`src/rtl/vp_instr_sequencer.sv`:
```
// rtl/vp_instr_sequencer.sv - instruction fetch/issue sequencer for the vector processor
//
// Fetches instruction words from a synchronous-read instruction memory,
// latches them into IR and presents the op_code/operand to the control unit.
// It also handles start/halt, datapath stall and a saturating retire counter.
//
// Ports:
//   clk          system clock, rising edge
//   rst          asynchronous active-high reset
//   start        begin execution at address 0 (honoured in IDLE/DONE only)
//   stall        datapath busy, holds the current issue
//   imem_rdata   instruction word, valid the cycle after imem_re
//   imem_addr    instruction memory address (the PC)
//   imem_re      instruction memory read strobe
//   op_code      opcode to control unit, NOP (3'b010) when not issuing
//   operand      operand field of the issued instruction, 0 when not issuing
//   issue_valid  op_code/operand carry a live instruction
//   busy         high in FETCH, DECODE, ISSUE
//   done         high in DONE (program reached HALT)
//   instr_count  instructions retired since last start, saturating
module vp_instr_sequencer #(
   parameter int IW    = 16,
   parameter int PC_W  = 8,
   parameter int CNT_W = 16
) (
   input  logic             clk,
   input  logic             rst,
   input  logic             start,
   input  logic             stall,
   input  logic [IW-1:0]    imem_rdata,
   output logic [PC_W-1:0]  imem_addr,
   output logic             imem_re,
   output logic [2:0]       op_code,
   output logic [IW-4:0]    operand,
   output logic             issue_valid,
   output logic             busy,
   output logic             done,
   output logic [CNT_W-1:0] instr_count
);

   localparam logic [2:0]       OP_HALT = 3'b011;
   localparam logic [2:0]       OP_NOP  = 3'b010;
   localparam logic [PC_W-1:0]  PC_ONE  = 1;
   localparam logic [CNT_W-1:0] CNT_ONE = 1;
   localparam logic [CNT_W-1:0] CNT_MAX = '1;

   typedef enum logic [2:0] {
      S_IDLE,
      S_FETCH,
      S_DECODE,
      S_ISSUE,
      S_DONE
   } state_t;

   state_t           state, state_nxt;
   logic [PC_W-1:0]  pc, pc_nxt;
   logic [IW-1:0]    ir, ir_nxt;
   logic [CNT_W-1:0] cnt, cnt_nxt;

   always_ff @(posedge clk or posedge rst) begin
      if (rst) begin
         state <= S_IDLE;
         pc    <= '0;
         ir    <= '0;
         cnt   <= '0;
      end else begin
         state <= state_nxt;
         pc    <= pc_nxt;
         ir    <= ir_nxt;
         cnt   <= cnt_nxt;
      end
   end

   always_comb begin
      state_nxt = state;
      pc_nxt    = pc;
      ir_nxt    = ir;
      cnt_nxt   = cnt;
      case (state)
         S_IDLE, S_DONE: begin
            if (start) begin
               pc_nxt    = '0;
               cnt_nxt   = '0;
               state_nxt = S_FETCH;
            end
         end
         S_FETCH: begin
            state_nxt = S_DECODE;
         end
         S_DECODE: begin
            // HALT is latched but never issued or counted; PC stays on it
            ir_nxt = imem_rdata;
            if (imem_rdata[IW-1:IW-3] == OP_HALT) begin
               state_nxt = S_DONE;
            end else begin
               state_nxt = S_ISSUE;
            end
         end
         S_ISSUE: begin
            // Retire happens only on the single edge where stall is low
            if (!stall) begin
               pc_nxt = pc + PC_ONE;
               if (cnt != CNT_MAX) begin
                  cnt_nxt = cnt + CNT_ONE;
               end
               state_nxt = S_FETCH;
            end
         end
         default: begin
            state_nxt = S_IDLE;
         end
      endcase
   end

   // Outputs decode from state/IR/PC/count only, so start and stall never
   // reach an output combinationally.
   always_comb begin
      imem_addr   = pc;
      imem_re     = (state == S_FETCH);
      op_code     = OP_NOP;
      operand     = '0;
      issue_valid = 1'b0;
      busy        = (state == S_FETCH) || (state == S_DECODE) || (state == S_ISSUE);
      done        = (state == S_DONE);
      instr_count = cnt;
      if (state == S_ISSUE) begin
         op_code     = ir[IW-1:IW-3];
         operand     = ir[IW-4:0];
         issue_valid = 1'b1;
      end
   end

endmodule

```
`config.mk`:
```
export PLATFORM = sky130hd
export DESIGN_NAME = vp_instr_sequencer
export DESIGN_NICKNAME = d
export VERILOG_FILES = /design/src/rtl/vp_instr_sequencer.sv
export SDC_FILE = /design/constraint.sdc
export NUM_CORES = 1
export LEC_CHECK = 0
export CAP_MARGIN = 0
export CORE_MARGIN = 3
export CORE_UTILIZATION = 50
export CTS_CLUSTER_DIAMETER = 30
export CTS_CLUSTER_SIZE = 16
export DETAILED_ROUTE_END_ITERATION = 8
export PLACE_DENSITY_LB_ADDON = 0.05
export SLEW_MARGIN = 25
export SYNTH_ARGS = -nofsm -noshare
export SYNTH_HDL_FRONTEND = slang
export SYNTH_SLANG_ARGS = --single-unit
```
`constraint.sdc`:
```
create_clock -name clk -period 3.05 [get_ports clk]
set_clock_uncertainty 0.1 [all_clocks]
set_input_delay 0.305 -clock clk [delete_from_list [all_inputs] [get_ports clk]]
set_output_delay 0.305 -clock clk [all_outputs]
set_load 0.05 [all_outputs]
```
==> results of run 1 <==
-- registers in the layout (all words and copies together), names as in the netlist --
| signal | flops |
|---|---|
| imem_addr | 8 |
| ir | 16 |
| instr_count | 16 |
| state | 3 |
-- path summary, 6_finish.rpt --
check / from / to / slack, ns / depth (start not counted)
setup reg to reg: instr_count[0] / instr_count[14] / 0.87 / 5
hold reg to reg: ir[1] / ir[1] / 0.40 / 1
min in group clk: ir[1] / ir[1] / 0.40 / 1
setup / recovery: state[2] / issue_valid / 0.59 / 4
max in group asynchronous: rst / instr_count[4] / 2.14 / 3
hold / removal: rst / state[2] / 0.34 / 3
-- power breakdown --
group | switching [uW] | internal [uW]
Sequential | 134 | 733
Combinational | 902 | 534
Clock | 186 | 207
Total | 1220 | 1470
-- logic make-up after synthesis --
| kind of cell | synth area share, % |
|---|---|
| AND/OR/NAND/NOR | 21.65 |
| AO/OA/AOI/OAI | 15.50 |
| flip-flops | 48.48 |
| buffers and inverters | 3.833 |
| multiplexers | 9.019 |
| adder cells (fa/ha/maj) | 1.127 |
| XOR/XNOR | 0.3947 |
-- final cells by class --
class,count,area (um2),share of cell area (%)
Sequential cell,43,1076,36.03
Multi-Input combinational cell,156,1065,35.65
Timing Repair Buffer,71,653.1,21.87
Clock buffer,8,100.1,3.351
Tap cell,50,62.56,2.095
Inverter,8,30.03,1.005
-- layer usage --
layer | routed length (um) | global-route usage [%] | vias up
met3 | 381 | 7.163 | 7
met5 | 0 | 0 | -
met4 | 51 | 5.123 | 0
li1 | - | - | 939
met1 | 2303 | 26.61 | 937
met2 | 2370 | 33.57 | 62
-- per-stage QoR --
stage	hold WS [ns]	total power [uW]	std cells
after floorplan	0.3567	1886	217
after global placement	0.3807	2297	328
after detailed placement	0.3879	2320	328
after CTS	0.3649	2721	336
after global routing	0.4062	2857	336
final	0.3417	2696	336
-- worst min-delay path: cells and delay by family --
kind	cells	cell delay, ns
buffers and inverters	3	0.89
-- cell usage in the layout, fill, tap and decap left out, types with 3 or more instances in the layout --
| master | netlist | routed |
|---|---|---|
| a31oi_1 | 14 | 14 |
| nand3_1 | 9 | 9 |
| clkdlybuf4s50_1 | 0 | 48 |
| a21oi_1 | 3 | 3 |
| buf_4 | 0 | 23 |
| a21boi_0 | 3 | 3 |
| dfrtp_1 | 43 | 43 |
| nor3_1 | 5 | 5 |
| nor4_1 | 3 | 3 |
| nand4_1 | 7 | 7 |
| o21ai_0 | 14 | 14 |
| or2_2 | 3 | 3 |
| and2_1 | 17 | 17 |
| nand2_1 | 9 | 9 |
| a2bb2oi_1 | 3 | 3 |
| clkbuf_8 | 0 | 7 |
| a41oi_1 | 3 | 3 |
| nor2_1 | 16 | 16 |
| mux2_2 | 16 | 16 |
| inv_1 | 8 | 8 |
==> impl_metrics.yaml, run 1 <==
status:
  status: "finished clean"
clock_tree:
  htree_levels: 2
  clk_pin_slew_ns: 0.07
  post-cts-setup-buffer-count: 0
  cts.path.max_buffers: 2
  cts_buffers: 5
  cts_tree: "done"
  clkLatencyLatePin_ns: 0.30
  cts_root_buffer: "clkbuf_8"
  ctsHoldBuffers: 0
  cts-resized-gates: 0
  clock-sinks: 43
route:
  final_antenna_net_count: 0
  drc: 0
  wl_per_cell_um: 15.20
  viasPerCell: 5.789
  wirelength_mm: 5.106
  drt_iter0_drc: 131
  vias: 1945
  drtPass1Iterations: 4
yosys:
  synth_common_cells: "dfrtp_1 (43), and2_1 (17), mux2_2 (16), nor2_1 (16)"
  ys_ff_latch: 43
  synth-edff-count: 0
  synth.distinct_cells: 44
  syn_nets: 239
  synthFlopType: "dfrtp_1"
  netlist_area_um2: 2220
  synth.avg_cell_area_um2: 10.23
  synth_top_area_share_pct: 48.48
  synth-async-reset-ratio_pct: 100.0
  synth_most_common_cell: "dfrtp_1"
  syn_inst: 217
  synth-warning-count: 0
  yosysTopAreaCell: "dfrtp_1"
  ys_seq_area_share_pct: 48.48
  yosys-top-cells-area: "dfrtp_1 (48%), mux2_2 (8.1%), and2_1 (4.8%)"
cells_and_area:
  final_area_um2: 2987
  nFillCells: 327
  antennaDiodeCount: 0
  synthToLayoutAreaGrowth_pct: 34.55
  layout-drive-gt1-share_pct: 19.58
  finish.utilization_pct: 72.07
  finalNetCount: 307
floorplan:
  placementRows: 23
  start_util_pct: 53.56
  die-area_um2: 5274
  boundaryPins: 64
  core_um2: 4144
  die_w_um: 72.63
  dieHeight_um: 72.63
critical_path:
  critPathMaxStageDelay_ns: 0.81
  path_class: "reg -> out"
  crit_required_ns: 2.64
  start_kind: "register"
  crit_chain: "nand3b_1, buf_4, inv_1, clkdlybuf4s50_1"
  cp-end-kind: "output port"
  cp_top_family: "buffers and inverters"
  cp_max_fo: 10
  slowest_stage: "clkdlybuf4s50_1"
  cp.arrival_ns: 2.06
  crit_buf_inv: 3
timing:
  setup_violations: 0
  finalHoldViolCount: 0
  timing.final.crit_share_pct: 80.80
  max_freq_mhz: 405.8
  setup_ws_ns: 0.5857
  rsz0062_at_grt: "false"
  slew_headroom_pct: 53.29
  worst_pin_slew_ns: 0.7006
  min_period_ns: 2.464
  slew_violations: 0
  fin_tns_setup_ns: 0
min_path:
  hp-class: "in -> async"
place:
  portBuffers: 63
  placed_area_um2: 2887
  dpl.hpwl_mm: 3.613
  dp_slack_ns: 0.7544
  gp_congestion: 0.7620
global_routing:
  grt_antenna_before_repair: 0
  grt_overflow: 0
  grt_pass1_vias: 1882
  gr-usage-all-layers_pct: 20.69
  grt_max_degree: 44
  grt_first_pass_wirelength_mm: 8.542
pwr:
  power_leakage_uw: 0.001269
  p_per_area_nw_per_um2: 902.8
  vdd_ir_drop_max_v: 0.0006332
job:
  drv_cap: 0
Note: power is estimated with default switching activity, not from simulation.
==> run 2, diff against run 1 <==
--- a/config.mk
+++ b/config.mk
@@ -7,7 +7,7 @@
 export LEC_CHECK = 0
 export CAP_MARGIN = 0
 export CORE_MARGIN = 3
-export CORE_UTILIZATION = 50
+export CORE_UTILIZATION = 47
 export CTS_CLUSTER_DIAMETER = 30
 export CTS_CLUSTER_SIZE = 16
 export DETAILED_ROUTE_END_ITERATION = 8
==> constraint.sdc (replaced) <==
create_clock -name clk -period 2.44 [get_ports clk]
set_clock_uncertainty 0.1 [all_clocks]
set_input_delay 0.244 -clock clk [delete_from_list [all_inputs] [get_ports clk]]
set_output_delay 0.244 -clock clk [all_outputs]
set_load 0.05 [all_outputs]
==> impl_metrics.yaml, run 2 (same netlist as run 1, synthesis figures left out) <==
critical_path:
  reg2reg_to: "instr_count[14]"
  worst-r2r-setup-slack_ns: 0.32
  slowest_stage: "clkdlybuf4s50_1"
  cp_top_family: "buffers and inverters"
  start_kind: "register"
  crit_chain: "inv_1, nor3_1, clkdlybuf4s50_1"
  critPathMaxStageDelay_ns: 0.83
  crit_required_ns: 2.10
  cp-end-kind: "output port"
  reg2reg_depth: 5
  crit_buf_inv: 2
  cp.arrival_ns: 1.87
  r2r-start: "instr_count[0]"
  path_class: "reg -> out"
  cp_max_fo: 10
place:
  dp_cells: 335
  dpl.hpwl_mm: 3.821
  portBuffers: 63
  gp_congestion: 0.8585
  placed_area_um2: 3122
  dp_slack_ns: 0.3406
clock_tree:
  clk_pin_slew_ns: 0.08
  cts_buffers: 5
  cts_tree: "done"
  cts-resized-gates: 0
  ctsHoldBuffers: 0
  htree_levels: 2
  cts.path.max_buffers: 2
  clock-sinks: 43
  cts_root_buffer: "clkbuf_8"
  post-cts-setup-buffer-count: 0
  clkLatencyLatePin_ns: 0.28
timing:
  setup_ws_ns: 0.2288
  fin_tns_setup_ns: 0
  slew_headroom_pct: 62.88
  timing.final.crit_share_pct: 90.62
  slew_violations: 0
  finalHoldViolCount: 0
  max_freq_mhz: 452.2
  min_period_ns: 2.211
  worst_pin_slew_ns: 0.5568
  rsz0062_at_grt: "false"
  setup_violations: 0
floorplan:
  core_um2: 4444
  placementRows: 24
  boundaryPins: 64
  start_util_pct: 49.94
  dieHeight_um: 74.72
  die_w_um: 74.72
  die-area_um2: 5583
cells_and_area:
  mostFrequentLayoutCells: "clkdlybuf4s50_1 (46), dfrtp_1 (43), and2_1 (17)"
  multi_input_area_um2: 1065
  regArea_um2: 1076
  finalNetCount: 312
  stdcell_count: 343
  synthToLayoutAreaGrowth_pct: 44.31
  antennaDiodeCount: 0
  final_area_um2: 3203
  finish.utilization_pct: 72.07
  nFillCells: 343
  layout-drive-gt1-share_pct: 21.31
  final_common_cell: "clkdlybuf4s50_1"
pwr:
  vdd_ir_drop_max_v: 0.0007814
  p_per_area_nw_per_um2: 1143
  power_leakage_uw: 0.001338
route:
  vias: 1986
  wl_met1_mm: 2.277
  dr_wl_met2_mm: 2.497
  viasPerCell: 5.790
  wl_per_cell_um: 15.42
  highest_layer: "met4"
  drc: 0
  drtPass1Iterations: 4
  drt_iter0_drc: 229
  final_antenna_net_count: 0
  wirelength_mm: 5.289
  met3_wirelength_um: 484
global_routing:
  grt_antenna_before_repair: 0
  gr-usage-all-layers_pct: 20.59
  grt_max_degree: 44
  grt_first_pass_wirelength_mm: 8.776
  grt_overflow: 0
  grt_pass1_vias: 1836
status:
  status: "finished clean"
min_path:
  hp-class: "in -> async"
job:
  drv_cap: 0
run 2: cell types whose count changed in the layout (fill, tap and decap cells not counted):
cell | before | now
buf_12 | 0 | 16
clkinv_2 | 0 | 1
clkbuf_8 | 7 | 5
buf_4 | 23 | 14
clkbuf_1 | 1 | 2
clkdlybuf4s50_1 | 48 | 46
run 2: how the worst max path moves through the flow:
stage	cells after the start	end	startpoint	slack (ns)
2_1_floorplan	6	instr_count[14]	instr_count[1]	0.03
3_3_place_gp	5	instr_count[14]	instr_count[1]	0.39
3_5_place_dp	5	instr_count[14]	instr_count[0]	0.34
4_1_cts	3	imem_re	state[0]	0.19
5_1_grt	5	operand[2]	state[2]	0.07
6_report	3	imem_re	state[0]	0.23
run 2: stage by stage:
| stage | hold WS, ns | total power [uW] |
|---|---|---|
| 3_5_place_dp | 0.3878 | 3260 |
| 6_report | 0.2810 | 3660 |
| 3_3_place_gp | 0.3809 | 3225 |
| 4_1_cts | 0.3156 | 3700 |
| 5_1_grt | 0.3612 | 3892 |
| 2_1_floorplan | 0.2957 | 2358 |
run 2: power breakdown:
group | internal, uW | total (uW) | switching [uW]
Sequential | 916 | 1070 | 155
Combinational | 955 | 2160 | 1200
Clock | 201 | 432 | 231
run 2: per-layer routing:
layer,track usage (%),up-vias
met4,6.719,0
li1,-,946
met5,0,-
met1,27.33,958
met3,8.144,2
met2,30.93,80
run 2: area by class of cell:
cell class                      count  share of cell area [%]
Clock buffer                        7                   2.383
Clock inverter                      1                  0.1563
Inverter                            8                  0.9375
Multi-Input combinational cell    156                   33.24
Sequential cell                    43                   33.59
Tap cell                           52                   2.031
Timing Repair Buffer               76                   27.66
run 2: worst reg2reg max path: cells and delay by family (launching register included):
family                     cells  cell delay, ns
DFF                            1            0.41
and+or+nand+nor                2            0.80
adders and majority gates      1            0.27
AOI/OAI and AO/OA              2            0.47
